`config.mk`:
```
export PLATFORM = sky130hd
export DESIGN_NAME = matrix_frame_ctrl
export DESIGN_NICKNAME = d
export VERILOG_FILES = /design/src/rtl/matrix_frame_ctrl.sv
export SDC_FILE = /design/constraint.sdc
export NUM_CORES = 1
export LEC_CHECK = 0
export ABC_AREA = 1
export CAP_MARGIN = 20
export CORE_UTILIZATION = 40
export CTS_BUF_LIST = sky130_fd_sc_hd__clkbuf_4
export CTS_CLUSTER_SIZE = 25
export DETAILED_ROUTE_END_ITERATION = 16
export GPL_TIMING_DRIVEN = 0
export HOLD_SLACK_MARGIN = 0.02
export PLACE_DENSITY = 0.7
export SETUP_SLACK_MARGIN = 0.15
export SLEW_MARGIN = 40
export SYNTH_ARGS = -nofsm -noshare
export SYNTH_HDL_FRONTEND = slang
export SYNTH_SLANG_ARGS = --single-unit
export TNS_END_PERCENT = 1
```
`constraint.sdc`:
```
create_clock -name clock -period 2.5 [get_ports clock]
set_clock_uncertainty 0.05 [all_clocks]
set_input_delay 0.25 -clock clock [delete_from_list [all_inputs] [get_ports clock]]
set_output_delay 0.25 -clock clock [all_outputs]
set_load 0.03 [all_outputs]
```
`src/rtl/matrix_frame_ctrl.sv`:
```
// Double-buffered frame controller for an 8x8 LED matrix scan driver.
// Rows are written into a back buffer, and a commit copies it to the displayed
// front buffer only on a scan-frame boundary so the driver never shows a torn
// frame. The block also owns the driver output enable and a frame-counted blink.
//
// Ports:
//   clock          system clock, rising edge
//   reset          synchronous active-high reset
//   wr_valid       row write request
//   wr_ready       back buffer accepts writes (low while a commit is pending)
//   wr_row         target row index 0..7
//   wr_data        row bits, bit c is column c
//   commit         single-cycle pulse requesting a back-to-front copy
//   commit_pending commit accepted but not yet applied
//   swap_done      one-cycle pulse the cycle after the copy
//   enable         display on
//   blink_en       enable blinking
//   data           frame to the driver, row r is data[8r+7:8r]
//   oe             registered driver output enable
module matrix_frame_ctrl #(
    parameter int unsigned BLINK_FRAMES = 64
) (
    input  logic        clock,
    input  logic        reset,
    input  logic        wr_valid,
    output logic        wr_ready,
    input  logic [2:0]  wr_row,
    input  logic [7:0]  wr_data,
    input  logic        commit,
    output logic        commit_pending,
    output logic        swap_done,
    input  logic        enable,
    input  logic        blink_en,
    output logic [63:0] data,
    output logic        oe
);

    localparam logic [15:0] LastFrame = 16'(BLINK_FRAMES - 1);

    logic [63:0] back_q, back_d;
    logic [63:0] front_q, front_d;
    logic [2:0]  phase_q, phase_d;
    logic [15:0] frame_cnt_q, frame_cnt_d;
    logic        blink_on_q, blink_on_d;
    logic        pend_q, pend_d;
    logic        oe_q, oe_d;
    logic        swap_done_q, swap_done_d;

    logic       wr_fire;
    logic       frame_end;
    logic       copy;
    logic [5:0] wr_lsb;

    assign wr_fire   = wr_valid && !pend_q;
    assign wr_lsb    = {wr_row, 3'b000};
    // phase mirrors the driver's row counter, so phase 7 with oe high is the
    // last row of a frame.
    assign frame_end = oe_q && (phase_q == 3'd7);
    // With the driver idle there is no frame to tear, so copy immediately.
    assign copy      = pend_q && (frame_end || !oe_q);

    always_comb begin
        back_d      = back_q;
        front_d     = front_q;
        pend_d      = pend_q;
        frame_cnt_d = frame_cnt_q;
        blink_on_d  = blink_on_q;
        phase_d     = oe_q ? phase_q + 3'd1 : 3'd0;
        oe_d        = enable;
        swap_done_d = copy;

        if (wr_fire) begin
            back_d[wr_lsb +: 8] = wr_data;
        end

        if (copy) begin
            front_d = back_q;
            pend_d  = 1'b0;
        end else if (commit) begin
            // copy needs pend_q, so reaching here with pend_q high means the
            // commit arrived while one was pending and is dropped.
            pend_d = 1'b1;
        end

        if (!blink_en) begin
            frame_cnt_d = 16'd0;
            blink_on_d  = 1'b1;
        end else if (frame_end) begin
            if (frame_cnt_q == LastFrame) begin
                frame_cnt_d = 16'd0;
                blink_on_d  = !blink_on_q;
            end else begin
                frame_cnt_d = frame_cnt_q + 16'd1;
            end
        end
    end

    always_ff @(posedge clock) begin
        if (reset) begin
            back_q      <= 64'd0;
            front_q     <= 64'd0;
            phase_q     <= 3'd0;
            frame_cnt_q <= 16'd0;
            blink_on_q  <= 1'b1;
            pend_q      <= 1'b0;
            oe_q        <= 1'b0;
            swap_done_q <= 1'b0;
        end else begin
            back_q      <= back_d;
            front_q     <= front_d;
            phase_q     <= phase_d;
            frame_cnt_q <= frame_cnt_d;
            blink_on_q  <= blink_on_d;
            pend_q      <= pend_d;
            oe_q        <= oe_d;
            swap_done_q <= swap_done_d;
        end
    end

    assign wr_ready       = !pend_q;
    assign commit_pending = pend_q;
    assign swap_done      = swap_done_q;
    assign oe             = oe_q;
    // Blink blanks the data rather than oe so the driver's row scan keeps running.
    assign data           = blink_on_q ? front_q : 64'd0;

endmodule
```
==> run metrics <==
Critical Path RT=2.20 ns; HP Class=input pin to flip-flop; Pwr per Cell Area=567 nW/um2; Hold Startpoint=enable; top cells by area, synth=dfxtp_1, nand2_1, inv_1; count of clock tree sinks=151; CP Capture Type=output port; outcome=complete, no violations; PnR worst setup slack=0.0947 ns; EDFF count, synth=0; DRC viols=0; post-synthesis net count=just over 900; hold_ws=0.162 ns; largest net degree at the start of global routing=17; Fmax=416 MHz; detailed placement HPWL=11300 um; die area=16400 um2; Setup Viol. Count Final=0; CORE AREA=15400 um2; post-CTS setup buffers=0; PortBufs=84; Yosys cell types=28; mapped cell area=6350 um2; Max Cap Violations=0; Warnings, synthesis=0; worst slew pin tran=0.601 ns; final std cells w/o fill=1234; max-slew violations=0; via count=just under 6000; DRT iter0 DRCs=~240; highest metal used=met4; vias in the first global route=5180; IO Pins=85; Met2 Routed Length=7280 um; syn avg cell area=6.99 um2; placed cell count=1203; H-tree levels=4; per-cell routed wire length=12.8 um; CTS Buffer Depth=2; Slew HR=59.7%; antenna cells=0; DRT Wirelength=15700 um; worst r2r dst=front_q[22]; worst hold stages=3; Pre-antenna DRT Iters=5; ys async rst share=0%; pre-CTS WS=-0.199 ns; Worst Setup Path Type=flip-flop to output port; period utilization=a little over nine tenths; vias per cell=approximately 4.7; gr usage total=roughly a fifth; r2r startpoint=phase_q[0]; post-layout min period=2.41 ns; Skew-Pair Late Insertion Delay=0.55 ns; DRT antenna net count=0; Final Hold Vio Count=0; GRT Residual Overflow=0; nets=1034; reg2reg setup slack=0.36 ns; synthesized instance count=908; Worst R2R Path Depth=7; post-synthesis sequential area ratio=47.6%; commonest cells in the netlist=nand2_1, dfxtp_1, inv_1; RSZ-0062 raised after global routing=yes; area grow syn2layout=19.7%; CTS Buf Count=17; most common cell in the synthesized netlist=nand2_1; delay-heaviest family, CP=buffers and inverters; post-route cell area=approximately 7600 um2; TNS Setup=0 ns; CP cell instances=clkbuf_2 -> nand2_1 -> inv_1 -> clkdlybuf4s50_1; CTS root buf=clkbuf_4; most area-hungry cell type in the Yosys netlist=dfxtp_1; Arrival @ worst endpoint=2.11 ns; CTS tree=done; Total Power=4.31 mW; M1 WL=7450 um; first-pass GRT wire length=25400 um; worst vdd ir=0.000495 V; global placement routability congestion=0.898; Synth top area share=47.6%; ys flop type=dfxtp_1; FF+latch count, synth=around 150; placed cell areas=7450 um2; WHS Endpoint=oe; initial antenna violation count=0; Die Wd=128 um; Die Height=128 um; Clock transition at path regs=0.13 ns; hold buffers post-CTS=0; Util after Layout=49.4%; critical path's slowest cell=clkdlybuf4s50_1; CP max stage delay=0.66 ns; Buf/Inv on CP=3; Startpoint Class=flip-flop; metal3 WL=786 um; Initial Utilization=41.3%; crit-path max FO=10; fraction of layout cells with a size suffix above 1=9.97%; num rows=45; Leak=roughly 4.1 nW
what timing repair did:
action                                  in CTS  in global routing
resized for setup                           50                102
endpoints found under the setup margin      64                 63
endpoints found under the hold margin        0                  0
power by group:
group          switching [mW]  leakage (nW)  total (mW)  internal (mW)
sequential             0.0167          1.22        2.46           2.45
combinational           0.259          2.78       0.367          0.108
clock                   0.887         0.138        1.48          0.593
metal layers:
metal  track usage, %  vias up
met5                0        -
met4             5.81        0
met3             4.80       18
met2             32.4      132
met1             26.2     2653
li1                 -     3002
how the worst max path moves through the flow:
stage	start	cells after the start	slack [ns]	to
after global placement	wr_row[0]	10	-0.14	back_q[11]
final	blink_on_q	4	0.09	data[18]
after floorplan	wr_row[0]	9	0.73	back_q[11]
after CTS	blink_on_q	4	0.04	data[63]
after global routing	blink_on_q	4	0.007	data[18]
after detailed placement	wr_row[0]	10	-0.20	back_q[11]
state kept, by name, summed over array words and instances, names as in the netlist:
| signal | cells |
|---|---|
| frame_cnt_q | 16 |
| blink_on_q | 1 |
| oe | 1 |
| front_q | 64 |
| phase_q | 3 |
| swap_done | 1 |
| back_q | 64 |
| commit_pending | 1 |
worst register-to-register path: stages, from the launching register on:
cell and delay (ns):
dfxtp_1 0.34, ha_1 0.20, ha_1 0.23, o21ai_1 0.29, nor2_1 0.11, inv_1 0.29
clkbuf_1 0.39, o21ai_0 0.14
layout by cell type, fill, tap and decap left out, drive strengths merged, types with 2 or more instances in the layout:
cell and n:
a21oi 32, clkbuf 82, a211oi 2, clkdlybuf4s15 2, o21ai 76, xnor2 4, buf 14, clkinv 5
nand3 81, inv 144, bufinv 2, clkinvlp 4, clkdlybuf4s50 21, dfxtp 151, dlymetal6s2s 22, nor2 127
ha 6, nand2 226, nor3 9, xor2 6, nand4 4
cell type report:
type / count / area (um2)
fill: 1593 / 7770
sequential: 151 / 3020
multi-input combinational: 575 / 2610
timing repair buffer: 84 / 704
inverter: 142 / 533
tap: 211 / 264
buffer: 40 / 200
clock buffer: 18 / 135
clock inverter: 13 / 131
cells by family after synthesis:
family | count (synthesis) | synth area share, %
fa+ha+maj | 6 | 1.18
simple gates | 447 | 29.5
buf+inv | 182 | 11.3
xor+xnor | 10 | 1.38
flops | 151 | 47.6
compound gates | 112 | 9.03
Power figures use the tool's default switching activity.
